## src/rtl/mem_arbiter_pkg.sv

```systemverilog
// Shared definitions for the memory arbiter: memory command encodings,
// access-size encodings, FSM state codes and small decode helpers.
package mem_arbiter_pkg;

    // Command presented to the memory on mem_stage_state.
    typedef enum logic [1:0] {
        MEM_IDLE  = 2'b00,
        MEM_READ  = 2'b01,
        MEM_WRITE = 2'b10
    } mem_cmd_e;

    // Arbiter FSM state codes.
    typedef enum logic [2:0] {
        ST_IDLE     = 3'd0,
        ST_RD_ISSUE = 3'd1,
        ST_RD_WAIT  = 3'd2,
        ST_WR_ISSUE = 3'd3,
        ST_DONE     = 3'd4
    } arb_state_e;

    // d_size[1:0] encodings; d_size[2] selects zero-extension of loads.
    localparam logic [1:0] SIZE_BYTE     = 2'b00;
    localparam logic [1:0] SIZE_HALF     = 2'b01;
    localparam logic [1:0] SIZE_WORD     = 2'b10;
    localparam logic [1:0] SIZE_WORD_ALT = 2'b11;
    localparam int         SIZE_ZEXT_BIT = 2;

    // Byte and half accesses are the ones that need extract/merge work.
    function automatic logic is_subword(input logic [1:0] size);
        return (size == SIZE_BYTE) || (size == SIZE_HALF);
    endfunction

    // Memory command implied by being in a given FSM state.
    function automatic mem_cmd_e cmd_for_state(input arb_state_e st);
        case (st)
            ST_RD_ISSUE: return MEM_READ;
            ST_WR_ISSUE: return MEM_WRITE;
            default:     return MEM_IDLE;
        endcase
    endfunction

endpackage

```

## src/rtl/mem_data_align.sv

```systemverilog
// Load extract/extend and store merge for the memory arbiter.
//   size_i    : latched access size (bit 2 = zero-extend loads)
//   rd_word_i : word returned by memory, byte addr in [7:0]
//   wdata_i   : latched store data, low byte/half used for sub-word stores
//   load_o    : extracted and extended load result
//   merge_o   : word to write back (read word with low byte/half replaced)
module mem_data_align
    import mem_arbiter_pkg::*;
#(
    parameter int LEN = 32
)
(
    input  logic [2:0]     size_i,
    input  logic [LEN-1:0] rd_word_i,
    input  logic [LEN-1:0] wdata_i,
    output logic [LEN-1:0] load_o,
    output logic [LEN-1:0] merge_o
);

    logic fill_b;
    logic fill_h;

    always_comb begin
        load_o  = rd_word_i;
        merge_o = wdata_i;
        fill_b  = ~size_i[SIZE_ZEXT_BIT] & rd_word_i[7];
        fill_h  = ~size_i[SIZE_ZEXT_BIT] & rd_word_i[15];
        case (size_i[1:0])
            SIZE_BYTE: begin
                load_o  = {{(LEN-8){fill_b}}, rd_word_i[7:0]};
                merge_o = {rd_word_i[LEN-1:8], wdata_i[7:0]};
            end
            SIZE_HALF: begin
                load_o  = {{(LEN-16){fill_h}}, rd_word_i[15:0]};
                merge_o = {rd_word_i[LEN-1:16], wdata_i[15:0]};
            end
            default: begin
                load_o  = rd_word_i;
                merge_o = wdata_i;
            end
        endcase
    end

endmodule

```

## src/rtl/mem_arbiter.sv

```systemverilog
// Two-port arbiter sharing one memory port between instruction fetch and
// data load/store. Sub-word stores are done as read-modify-write.
//   clk, rst          : clock, synchronous active-high reset
//   if_req/if_addr    : fetch request (held until if_done), byte address
//   if_done           : one-cycle fetch completion, rdata valid
//   d_req/d_we/d_size : data request, 1=store, size (bit 2 = zero-extend)
//   d_addr/d_wdata    : data byte address, store data
//   d_done            : one-cycle data completion
//   rdata             : last read result, held between reads
//   mem_addr/mem_wdata/mem_stage_state : registered memory command
//   mem_read          : memory word, valid the cycle after a READ
module mem_arbiter
    import mem_arbiter_pkg::*;
#(
    parameter int ADDR_WIDTH = 17,
    parameter int LEN        = 32
)
(
    input  logic                  clk,
    input  logic                  rst,
    input  logic                  if_req,
    input  logic [ADDR_WIDTH-1:0] if_addr,
    output logic                  if_done,
    input  logic                  d_req,
    input  logic                  d_we,
    input  logic [2:0]            d_size,
    input  logic [ADDR_WIDTH-1:0] d_addr,
    input  logic [LEN-1:0]        d_wdata,
    output logic                  d_done,
    output logic [LEN-1:0]        rdata,
    output logic [ADDR_WIDTH-1:0] mem_addr,
    output logic [LEN-1:0]        mem_wdata,
    output logic [1:0]            mem_stage_state,
    input  logic [LEN-1:0]        mem_read
);

    arb_state_e            state_q;
    arb_state_e            state_d;
    mem_cmd_e              mem_cmd_q;
    // Owner of the current/most recent grant (1 = data); doubles as the
    // "last grant" memory used for arbitration.
    logic                  gnt_data_q;
    logic                  we_q;
    logic [2:0]            size_q;
    logic [LEN-1:0]        wdata_q;
    logic [LEN-1:0]        mem_wdata_q;
    logic [LEN-1:0]        rdata_q;
    logic [ADDR_WIDTH-1:0] mem_addr_q;
    logic                  if_done_q;
    logic                  d_done_q;

    logic                  start;
    logic                  pick_data;
    logic [LEN-1:0]        load_word;
    logic [LEN-1:0]        merge_word;

    mem_data_align #(.LEN(LEN)) u_align (
        .size_i    (size_q),
        .rd_word_i (mem_read),
        .wdata_i   (wdata_q),
        .load_o    (load_word),
        .merge_o   (merge_word)
    );

    always_comb begin
        state_d   = state_q;
        start     = 1'b0;
        pick_data = 1'b0;
        case (state_q)
            ST_IDLE: begin
                if (if_req || d_req) begin
                    start = 1'b1;
                    // Data wins a tie unless it also won the previous grant.
                    pick_data = d_req && (!if_req || !gnt_data_q);
                    if (pick_data && d_we && !is_subword(d_size[1:0])) begin
                        state_d = ST_WR_ISSUE;
                    end else begin
                        state_d = ST_RD_ISSUE;
                    end
                end
            end
            ST_RD_ISSUE: state_d = ST_RD_WAIT;
            // A store reaching RD_WAIT is a sub-word read-modify-write.
            ST_RD_WAIT:  state_d = we_q ? ST_WR_ISSUE : ST_DONE;
            ST_WR_ISSUE: state_d = ST_DONE;
            ST_DONE:     state_d = ST_IDLE;
            default:     state_d = ST_IDLE;
        endcase
    end

    always_ff @(posedge clk) begin
        if (rst) begin
            state_q     <= ST_IDLE;
            mem_cmd_q   <= MEM_IDLE;
            gnt_data_q  <= 1'b0;
            we_q        <= 1'b0;
            size_q      <= '0;
            wdata_q     <= '0;
            mem_wdata_q <= '0;
            rdata_q     <= '0;
            mem_addr_q  <= '0;
            if_done_q   <= 1'b0;
            d_done_q    <= 1'b0;
        end else begin
            state_q <= state_d;
            // Memory-side outputs are registered from the next state so the
            // command lines up with the issue states themselves.
            mem_cmd_q <= cmd_for_state(state_d);
            if_done_q <= (state_d == ST_DONE) && !gnt_data_q;
            d_done_q  <= (state_d == ST_DONE) && gnt_data_q;

            if (start) begin
                gnt_data_q <= pick_data;
                we_q       <= pick_data && d_we;
                mem_addr_q <= pick_data ? d_addr : if_addr;
                size_q     <= pick_data ? d_size : {1'b0, SIZE_WORD};
                if (pick_data) begin
                    wdata_q <= d_wdata;
                end
                if (pick_data && d_we) begin
                    mem_wdata_q <= d_wdata;
                end
            end

            if (state_q == ST_RD_WAIT) begin
                if (we_q) begin
                    mem_wdata_q <= merge_word;
                end else begin
                    rdata_q <= load_word;
                end
            end
        end
    end

    assign if_done         = if_done_q;
    assign d_done          = d_done_q;
    assign rdata           = rdata_q;
    assign mem_addr        = mem_addr_q;
    assign mem_wdata       = mem_wdata_q;
    assign mem_stage_state = mem_cmd_q;

endmodule

```

## config.mk

```make
export PLATFORM = sky130hd
export DESIGN_NAME = mem_arbiter
export DESIGN_NICKNAME = d
export VERILOG_FILES = /design/src/rtl/mem_arbiter_pkg.sv /design/src/rtl/mem_data_align.sv /design/src/rtl/mem_arbiter.sv
export SDC_FILE = /design/constraint.sdc
export NUM_CORES = 1
export LEC_CHECK = 0
export ABC_AREA = 1
export CAP_MARGIN = 15
export CORE_MARGIN = 2
export CORE_UTILIZATION = 45
export CTS_CLUSTER_SIZE = 25
export DETAILED_ROUTE_END_ITERATION = 10
export PLACE_DENSITY = 0.8
export SLEW_MARGIN = 0
export SYNTH_ARGS = -nofsm -noshare
export SYNTH_HDL_FRONTEND = slang
export SYNTH_SLANG_ARGS = --single-unit
```

## constraint.sdc

```tcl
create_clock -name clk -period 1.9 [get_ports clk]
set_input_delay 0.38 -clock clk [delete_from_list [all_inputs] [get_ports clk]]
set_output_delay 0.38 -clock clk [all_outputs]
set_load 0.02 [all_outputs]
```

Word level (Yosys, flattened, before mapping):

Index checks and enable logic that the tools add are counted.

* flip-flop bits (word level): 125
* bits of input ports: 106
* output and inout bits: 85
* word-level logic and storage cells: 57

* eq/ne operators: 8
* mux-type cells: 17
* bitwise gates (word level): 4
* reduce and logical (&&, ||, !) cells: 17

Operators by type and width (number)
* $mux 32: 4
* $pmux 32 s2: 2
* $mux 17: 1
* $pmux 3 s4: 1
* $eq 3x2->1 const B: 3
* $mux 3: 3
* $eq 3x1->1 const B: 2
* $logic_and 1x1->1: 6
* $eq 2x1->1 const B: 2
* $logic_not 2->1: 2
* $mux 1: 4
* $pmux 2 s2: 1
* $reduce_and 2->1: 2
* $eq 3x3->1 const B: 1
* $logic_not 1->1: 3
* $logic_not 3->1: 1
* $logic_or 1x1->1: 3
* $and 1x1->1: 2
* $mux 2: 1
* $not 1->1: 2

Logic depth before layout (Yosys ltp):

Gate-level depths: netlist (run 1).

* depth after elaboration: 10
* mapped depth: 10
* mapped depth without buffers: 8

Modules after synthesis:

A second synthesis (run 1) with hierarchy kept.

* cells, all modules: 863
* area, all modules: 5924.4 um^2

Modules (own cells, without submodules)
* mem_arbiter: instances 1, cells each 707, area an instance 5151.2 um^2, seq. area each 2502.4 um^2
* mem_data_align: instances 1, cells each 156, area an instance 773.2 um^2, seq. area each 0.0 um^2

Worst setup path before layout (run 1):

OpenSTA, ideal clock, no wires.

* path type: register to register
* start: register state_q[2]
* end: register rdata_q[21], in the netlist rdata[21]
* setup time: 0.122 ns
* arrival: 1.198 ns
* data required time: 1.778 ns
* path slack: 0.581 ns
* stages on the path, launching flop included: 8
* buffers on the path: 1
* period minus slack after synthesis: 1.319 ns
* cells stage by stage: dfxtp_1 inv_2 nand2_2 nor3_4 nand2_4 nor2_4 buf_12 a21oi_2

* word-level cells in the longest chain between the ends: 2

RTL lines
* start: declaration: line mem_arbiter.sv:37 `arb_state_e state_q;`
* start signal: assignment: line mem_arbiter.sv:105 `state_q <= state_d;`
* $eq 3x2->1: line mem_arbiter.sv:125 `if (state_q == ST_RD_WAIT) begin`
* $reduce_and 2->1 (no line)
* end signal: assignment: line mem_arbiter.sv:129 `rdata_q <= load_word;`
* end: declaration: line mem_arbiter.sv:47 `logic [LEN-1:0] rdata_q;`

Every way passes these cells.
A chain may end at the register's enable or synchronous reset.

Worst setup path after layout (run 1):

* start: register mem_wdata_q[14], in the netlist mem_wdata[14]
* end: output port mem_wdata[14]

RTL lines
* start: declaration: line mem_arbiter.sv:46 `logic [LEN-1:0] mem_wdata_q;`
* start signal: assignment: line mem_arbiter.sv:121 `mem_wdata_q <= d_wdata;`
* start signal: assignment: line mem_arbiter.sv:127 `mem_wdata_q <= merge_word;`
* end: declaration: line mem_arbiter.sv:32 `output logic [LEN-1:0] mem_wdata,`

No word-level cell between the ends.

==> out/qor.txt, run 1 <==
Post-DP HPWL: 10690 um
vias in the first global route: 5277
crit share post-route: 93.30%
Core ar.: 11910 um2
Min-Delay Endpoint: wdata_q[28]
port bufs: 190
R2R depth: 8
CTS sink count: 125
total track usage: 24.56%
worst r2r src: size_q[1]
PostCTS Resize Cnt: 0
GRT Residual Overflow: 0
Avg WL per Cell: 14.29 um
Syn Area/Cell: 7.170 um2
Area Overhead vs Synth: 50.52%
pins over their slew limit: 0
dpl ws: 0.1249 ns
first-pass GRT wire length: 25550 um
post-route insts no fill: 1102
post-CTS setup buffers: 0
minimum clock period: 1.773 ns
Max Cap Viol: 0
Max Freq: 564.1 MHz
Primary FF master, synth: dfxtp_1
Worst slew margin: 62.26%
hold path start: wdata_q[28]
Yosys cell types: 27
final hold vios: 0
Post-synth ARST share: 0%
Min-Delay Path Depth: 2
HP Class: flip-flop to flip-flop
Commonest cells post-synth: nand2_1 (140), dfxtp_1 (125), o21ai_0 (97)
Setup crit end kind: primary output
Core Util, Final: 68.95%
CTS Buffer Depth: 2
post-synth net total: 867
Layout Skew: 0.005843 ns
TritonCTS Buffers: 17
dominant cell type by area after synthesis: dfxtp_1
Total Routed Length: 15740 um
htree depth: 4
RSZ-0062 raised after global routing: no
clock latency on the worst-skew pair: 0.41 ns
synth warn: 0
Initial DRT Pass Iterations: 6
Nets: 1048
routed vias: 5589
register area share after synthesis: 45.86%
cts hold-fix bufs: 0
Worst-Margin Slew: 0.5655 ns
critical path's slowest cell: clkdlybuf4s50_1
worst setup margin: 0.1273 ns
Post-synth EDFFs: 0
dominant cells by area after synthesis: dfxtp_1 (46%), nand2_1 (9.6%), o21ai_0 (8.9%)
status: completed
pwr/cell area: 1027 nW/um2
Die Y: 114.1 um
initial antenna violation count: 0
worst path required time: 1.52 ns
# IOs: 191
FP Rows: 40
total power: 8.431 mW
post-route ant nets: 0
WHS: 0.4476 ns
DR vias/cell: 5.072
Placed Instance Area: 7555 um2
Worst Path Arrival: 1.39 ns
peak supply drop: 0.5554 mV
post-synth top area share: 45.86%
root buffer cell: clkbuf_16
maximum number of pins on one net before global-route repair: 45
largest incremental delay on the critical path: 0.65 ns
n_diodes: 0
CP cell instances: clkdlybuf4s50_1
cell family with the largest share of critical-path delay: buffers and inverters
GPL Wtd Cong: 0.8214
Initial Util: 45.81%
Post-Syn Instances: 761
clock-pin slew on the worst setup and hold paths: 0.05 ns
crit path max fanout: 2
layout cell share with drive strength beyond 1: 8.272%
critical path launch point type: flip-flop
most numerous cell in the Yosys netlist: nand2_1
DRC Markers: 0
Setup violations, final: 0
reg2reg setup slack: 0.41 ns
Die ar.: 13020 um2
placed insts: 1070
critical path type: flip-flop to primary output
LEAKAGE: 3.624 nW
CTS tree: yes
CP Buf/Inv Count: 1
synthesized area: 5456 um2
initial DRC count: 499
#FFs+latches synth: 125
FF-to-FF End: mem_wdata[15]
Finished Cell Area: 8213 um2
Die Wd: 114.1 um
TNS Setup: 0 ns
==> flip-flops by register name, summed over array words and instances (netlist names), 2 cells and up <==
register and flops:
mem_addr 17, mem_stage_state 2, mem_wdata 32, rdata 32, size_q 3, state_q 3, wdata_q 32
==> layout make-up <==
| type | instances | area [um2] |
|---|---|---|
| Clock buffer | 21 | 470.5 |
| Clock inverter | 11 | 187.7 |
| Fill cell | 1005 | 3699 |
| Inverter | 71 | 266.5 |
| Multi-Input combinational cell | 513 | 2420 |
| Sequential cell | 125 | 2502 |
| Tap cell | 147 | 183.9 |
| Timing Repair Buffer | 214 | 2182 |
==> where the power goes <==
| part | total, mW | internal, mW | switching (mW) |
|---|---|---|---|
| combinational | 1.81 | 0.818 | 0.996 |
| clock | 3.58 | 2.42 | 1.15 |
| sequential | 3.04 | 2.90 | 0.137 |
==> cells by family after synthesis <==
logic type             Yosys count  share of synthesized area, %
DFF                            125                         45.86
AOI/OAI and AO/OA              190                         19.08
and+or+nand+nor                323                         25.27
buffers and inverters          123                         9.791
==> cells in the final DEF (no fill, tap or decap) <==
| master | count |
|---|---|
| nor2_1 | 96 |
| o21bai_1 | 17 |
| nor2_4 | 5 |
| inv_1 | 67 |
| o22ai_1 | 1 |
| nand2_1 | 140 |
| dfxtp_1 | 125 |
| buf_12 | 8 |
| clkinv_1 | 1 |
| a31oi_1 | 7 |
| clkdlybuf4s50_1 | 190 |
| nand3_1 | 75 |
| clkbuf_8 | 3 |
| clkbuf_1 | 1 |
| clkbuf_16 | 17 |
| a21oi_2 | 10 |
| nand2_2 | 3 |
| nand3_2 | 1 |
| clkinv_2 | 3 |
| nor3_4 | 1 |
| o21ai_1 | 3 |
| a21oi_1 | 55 |
| nor3_1 | 1 |
| bufinv_16 | 5 |
| inv_2 | 3 |
| o21ai_0 | 97 |
| buf_4 | 16 |
| nand2_4 | 1 |
| clkinvlp_4 | 3 |
==> tightest hold or removal path, delay by kind of cell (launching register included) <==
family,cells,cell delay [ns]
flip-flops,1,0.29
buffers and inverters,1,0.06
AO/OA/AOI/OAI,1,0.05
==> per-layer routing <==
metal  share of wire, %  track usage (%)  up-vias
li1                   -                -     2830
met1                 43            30.64     2542
met2                 49            41.51      198
met3                7.0            6.670       19
met4                1.4            7.561        0
met5                  0                0        -
==> how the worst max path moves through the flow <==
stage / depth (start not counted) / slack (ns) / from / to
final: 1 / 0.13 / mem_wdata[14] / mem_wdata[14]
after detailed placement: 7 / 0.12 / d_req / wdata_q[30]
after floorplan: 7 / 0.58 / state_q[2] / rdata[21]
after global placement: 6 / 0.16 / d_we / mem_wdata[23]
after CTS: 1 / 0.11 / mem_stage_state[1] / mem_stage_state[1]
after global routing: 1 / 0.06 / mem_wdata[14] / mem_wdata[14]
No activity file was read; power rests on OpenSTA's default activity.
==> run 2: changes to the inputs <==
--- a/config.mk
+++ b/config.mk
@@ -11,7 +11,9 @@
 export CORE_UTILIZATION = 45
 export CTS_CLUSTER_SIZE = 25
 export DETAILED_ROUTE_END_ITERATION = 10
+export GPL_ROUTABILITY_DRIVEN = 0
 export PLACE_DENSITY = 0.8
+export RECOVER_POWER = 25
 export SLEW_MARGIN = 0
 export SYNTH_ARGS = -nofsm -noshare
 export SYNTH_HDL_FRONTEND = slang
==> run 2 against run 1 <==
Clock power hardly changed. Via count is 0.21% lower. Total power is 0.39% lower. Design area is 0.55% lower. Worst hold slack better by 0.0031 ns. Clock-buffer cell count stayed put. Critical path type unchanged. Largest power group unchanged.
==> out/qor.txt, run 2 (synthesized netlist as in run 1, its figures left out) <==
status: completed
Max Cap Viol: 0
Storage cell area: 2502 um2
placed insts: 1070
final hold vios: 0
Worst-Margin Slew: 0.5645 ns
layout cell share with drive strength beyond 1: 7.853%
Multi-input gate area: 2402 um2
LEAKAGE: 3.612 nW
dpl ws: 0.1249 ns
minimum clock period: 1.775 ns
CP cell instances: clkdlybuf4s50_1
total track usage: 24.56%
maximum number of pins on one net before global-route repair: 45
CTS sink count: 125
post-route ant nets: 0
worst path required time: 1.52 ns
switching pwr: 2.272 mW
critical path launch point type: flip-flop
Initial Util: 45.81%
clock-pin slew on the worst setup and hold paths: 0.06 ns
crit path max fanout: 1
HP Class: flip-flop to flip-flop
CTS Buffer Depth: 2
Placed Instance Area: 7555 um2
Worst slew margin: 62.32%
Pint: 6.126 mW
worst setup margin: 0.1248 ns
fillers: 1012
routed vias: 5577
Worst Path Arrival: 1.40 ns
RSZ-0062 raised after global routing: no
Total Routed Length: 15770 um
Finished Cell Area: 8168 um2
Die Y: 114.1 um
DR vias/cell: 5.061
Max Freq: 563.3 MHz
first-pass GRT wire length: 25550 um
port bufs: 190
root buffer cell: clkbuf_16
crit share post-route: 93.43%
Die ar.: 13020 um2
Flop pwr share: 36.2%
cts hold-fix bufs: 0
post-route insts no fill: 1102
htree depth: 4
WHS: 0.4508 ns
Comb power frac: 21.3%
Layout Skew: 0.005300 ns
critical path type: flip-flop to primary output
FP Rows: 40
post-CTS setup buffers: 0
TritonCTS Buffers: 17
Post-DP HPWL: 10690 um
pwr/cell area: 1028 nW/um2
pins over their slew limit: 0
peak supply drop: 0.5233 mV
switching fraction of total power: 27.05%
commonest non-fill, non-tap cell in the layout: clkdlybuf4s50_1
commonest cells after routing, fill and taps aside: clkdlybuf4s50_1 (189), nand2_1 (141), dfxtp_1 (125), nor2_1 (98), o21ai_0 (98)
Nets: 1048
Area Overhead vs Synth: 49.69%
largest incremental delay on the critical path: 0.62 ns
Setup crit end kind: primary output
initial DRC count: 489
Die Wd: 114.1 um
clock latency on the worst-skew pair: 0.41 ns
vias in the first global route: 5277
critical path's slowest cell: clkdlybuf4s50_1
# IOs: 191
n_diodes: 0
GRT Residual Overflow: 0
TNS Setup: 0 ns
CTS tree: yes
Core ar.: 11910 um2
PostCTS Resize Cnt: 0
Setup violations, final: 0
CP Buf/Inv Count: 1
Initial DRT Pass Iterations: 5
initial antenna violation count: 0
DRC Markers: 0
cell family with the largest share of critical-path delay: buffers and inverters
Avg WL per Cell: 14.31 um
Clock Power Share: 42.5%
==> run 2: stage by stage <==
| stage | power (mW) | utilization (%) |
|---|---|---|
| after floorplan | 4.065 | - |
| after global placement | 4.868 | 63.42 |
| after detailed placement | 4.892 | 63.42 |
| after CTS | 8.483 | 68.95 |
| after global routing | 8.775 | 68.57 |
| final | 8.398 | 68.57 |
==> run 2: cell type report <==
type / instances / area share [%]
sequential: 125 / 30.64
multi-input combinational: 513 / 29.41
timing repair buffer: 214 / 26.38
clock buffer: 21 / 5.760
inverter: 71 / 3.263
clock inverter: 11 / 2.298
tap: 147 / 2.252
==> run 2: power by group through the flow <==
stage	Combinational (mW)	Sequential, mW	Clock [mW]
finish	1.79	3.04	3.57
global route	1.96	3.07	3.75
CTS	1.82	3.04	3.63
detailed placement	1.81	3.09	0
global placement	1.79	3.08	0
floorplan	0.790	3.27	0
==> run 2: final timing paths <==
path                 startpoint            endpoint  slack (ns)  depth (start not counted)
max          mem_stage_state[1]  mem_stage_state[1]        0.12                          1
min                 wdata_q[28]         wdata_q[28]        0.45                          2
max reg2reg          state_q[0]         wdata_q[31]        0.27                          7
min reg2reg         wdata_q[28]         wdata_q[28]        0.45                          2
==> run 2: layer usage <==
metal  global-route usage [%]  vias to the layer above  wire [um]
met3                    6.670                       17       1167
met4                    7.561                        0        225
met5                        0                        -          0
met1                    30.64                     2525       6743
met2                    41.51                      204       7628
li1                         -                     2831          -
==> patch 1, RTL diff (config.mk and constraints of run 2) <==
`ADDR_WIDTH`: 17 -> 19.
--- a/src/rtl/mem_arbiter.sv
+++ b/src/rtl/mem_arbiter.sv
@@ -13,5 +13,5 @@
     import mem_arbiter_pkg::*;
 #(
-    parameter int ADDR_WIDTH = 17,
+    parameter int ADDR_WIDTH = 19,
     parameter int LEN        = 32
 )
Interface: changed (resized d_addr, if_addr and mem_addr); port bits go from 191 to 197. The function was not compared with the original's and may differ.
==> patch 1 against run 2 <==
- utilization fell by 1.4 points
- cell area down 1.2%
- wire length increased by 0.91%
- power decreased by 8.9%
- sequential cell count is 2 higher
- sequential share of layout area grew 0.87 points
- critical path depth unchanged
- setup slack worse by 3.0 ps
- area after synthesis is 1.1% higher
- first-iteration DRC count is 13% lower
- largest power group is now sequential cells
==> patch 1: results (changes against run 2) <==
grtUsageMet2: 0.406  # -0.00956
post_synth_num_cell_types: 26  # -3.7%
reg2reg_to: "rdata[24]"
drt_iter0_markers: 427  # -13%
use_met3: 0.0619  # -0.00476
synth-compound-area-share: 0.189  # -0.00135
status: "finished, final reports clean"
max_slew.worst_pin.slew_ps: 568  # +3.56 ps
path_max_fanout: 2  # +1
via_per_inst: 5.12  # +1.1%
r2r-start: "size_q[1]"
route.met2.wl_um: 7400  # -2.9%
min_from: "wdata_q[30]"
wl_met1_um: 6920  # +2.6%
holdWs_ps: 449  # -1.73 ps
placement.io_buffers: 196  # +3.2%
grt_pass1_vias: 5469  # +3.6%
grt_pass1_wl_um: 26000  # +1.8%
grt_usage: 0.250  # +0.00408
ys_top_cells_by_area: "dfxtp_1, nand2_1, o21ai_0, nand3_1, nor2_1"
synthesis.nets: 884  # +2.0%
grt.met1_usage: 0.317  # +0.0107
p_leak_nw: 3.58  # -0.88%
drive_above_1_share: 0.0601  # -0.0184
reg2reg_depth: 5  # -2
dp_hpwl_um: 11200  # +4.3%
crit_path_end: "mem_wdata[24]"
grt_start_max_net_pins: 52  # +16%
crit_start: "mem_wdata[24]"
[patch 1: cell types whose count changed in the layout (fill, tap and decap cells not counted), sizes merged]
cell | before | now
clkbuf | 23 | 29
clkdlybuf4s50 | 189 | 195
bufinv | 5 | 0
buf | 22 | 18
clkinvlp | 3 | 0
a21oi | 65 | 67
dfxtp | 125 | 127
nand2 | 144 | 146
nor2 | 101 | 103
o21bai | 17 | 19
clkinv | 4 | 3
diode | 0 | 1
o21ai | 100 | 101
[patch 1: area by class of cell]
type,count,area (um^2)
antenna,1,2.50
tap,147,184
timing repair buffer,218,2150
clock inverter,2,10.0
fill,1019,3940
sequential,127,2540
inverter,71,267
clock buffer,25,485
multi-input combinational,522,2430
[patch 1: power by group through the flow]
stage	clock network [mW]	logic [mW]	registers, mW
floorplan	0	0.799	3.34
global placement	0	1.81	3.13
detailed placement	0	1.83	3.14
CTS	2.80	1.84	3.09
global route	2.92	1.99	3.12
finish	2.75	1.81	3.10
==> patch 2, RTL diff (settings of run 2) <==
Without the edit above. Encoding of `arb_state_e`: now one-hot (5 bits for 5 states).
--- a/src/rtl/mem_arbiter_pkg.sv
+++ b/src/rtl/mem_arbiter_pkg.sv
@@ -11,10 +11,10 @@
 
     // Arbiter FSM state codes.
-    typedef enum logic [2:0] {
-        ST_IDLE     = 3'd0,
-        ST_RD_ISSUE = 3'd1,
-        ST_RD_WAIT  = 3'd2,
-        ST_WR_ISSUE = 3'd3,
-        ST_DONE     = 3'd4
+    typedef enum logic [4:0] {
+        ST_IDLE     = 5'b00001,
+        ST_RD_ISSUE = 5'b00010,
+        ST_RD_WAIT  = 5'b00100,
+        ST_WR_ISSUE = 5'b01000,
+        ST_DONE     = 5'b10000
     } arb_state_e;
 
Check against the original RTL: same outputs for any inputs over 4 cycles, from zero or initial values and one cycle with rst high; so few cycles prove little.
==> patch 2 against run 2 <==
- sequential cell count increased by 2
- clock power decreased by 6%
- utilization down 1.4 points
- non-clock buffer count increased by 4
- maximum frequency is 1.4% lower
- setup slack got worse by 26 ps
- area after synthesis is 7.5% higher
- cell area up 4.2%
- wire length up 11%
- synthesized cell count is 8.1% higher
- power down 0.60%
- largest power group unchanged
==> patch 2: results (changes against run 2) <==
status: "finished, final reports clean"
ys_top_cells_by_area: "dfxtp_1, nand2_1, nor2_1, o21ai_0, a21oi_1"
holdCritPathClass: "input port to flop"
slew_headroom: 0.673  # +0.0499
place_inst: 1155  # +7.9%
drtPass1Iterations: 8  # +3
synth-compound-area-share: 0.131  # -0.0593
grt_usage: 0.252  # +0.00606
grt_pass1_vias: 5742  # +8.8%
wl_um: 17500  # +11%
num_vias: 6027  # +8.1%
place_area_um2: 7920  # +4.9%
path_max_fanout: 2  # +1
synthesis.nets: 929  # +7.2%
yosys_register_bits: 127  # +1.6%
power_sequential_mw: 3.05  # about the same
grt_start_max_net_pins: 49  # +8.9%
irDropWorstVdd_mv: 0.619  # +18%
synthCells: 823  # +8.1%
drive_above_1_share: 0.0976  # +0.0191
cpPeakStageDelay_ps: 680  # +60 ps
powerClk_mw: 3.37  # -6%
grt_pass1_wl_um: 28400  # +11%
nNetsFinal: 1108  # +5.7%
synthTopCellsByCount: "nand2_1, nor2_1, dfxtp_1"
skew_ps: 7.37  # +2.07 ps
swShare: 0.278  # +0.00764
ys_seq_area_frac: 0.434  # -0.0250
comb_cell_power_mw: 1.93  # +8%
post_synth_num_cell_types: 30  # +11%
synthMuxAreaShare: 0.0273  # +0.0273
post_drt_wl_per_cell_um: 14.7  # +3.0%
-- patch 2: metal layers --
layer,part of all wire,GRT usage,vias up
li1,-,-,3013
met1,0.42,0.320,2720
met5,0,0,-
met3,0.082,0.0700,32
met2,0.48,0.407,262
met4,0.023,0.0919,0
-- patch 2: cell type report --
class / count / area (um^2)
multi-input cells: 567 / 2710
inverters: 71 / 269
well taps: 172 / 215
fillers: 1084 / 4160
clock buffers: 26 / 519
flip-flops and latches: 127 / 2540
clock inverters: 5 / 100
repair buffers: 218 / 2150
-- patch 2: worst paths after layout --
| path | startpoint | to | slack (ps) | depth (start not counted) |
|---|---|---|---|---|
| hold reg to reg | rdata[2] | rdata[2] | 470 | 2 |
| setup reg to reg | state_q[3] | wdata_q[14] | 220 | 8 |
| hold / removal | rst | wdata_q[8] | 440 | 4 |
| setup / recovery | mem_wdata[29] | mem_wdata[29] | 100 | 1 |
-- patch 2: cell families after synthesis --
group	after synthesis
buffers and inverters	129
and+or+nand+nor	404
muxes	16
DFF	127
AOI/OAI and AO/OA	147
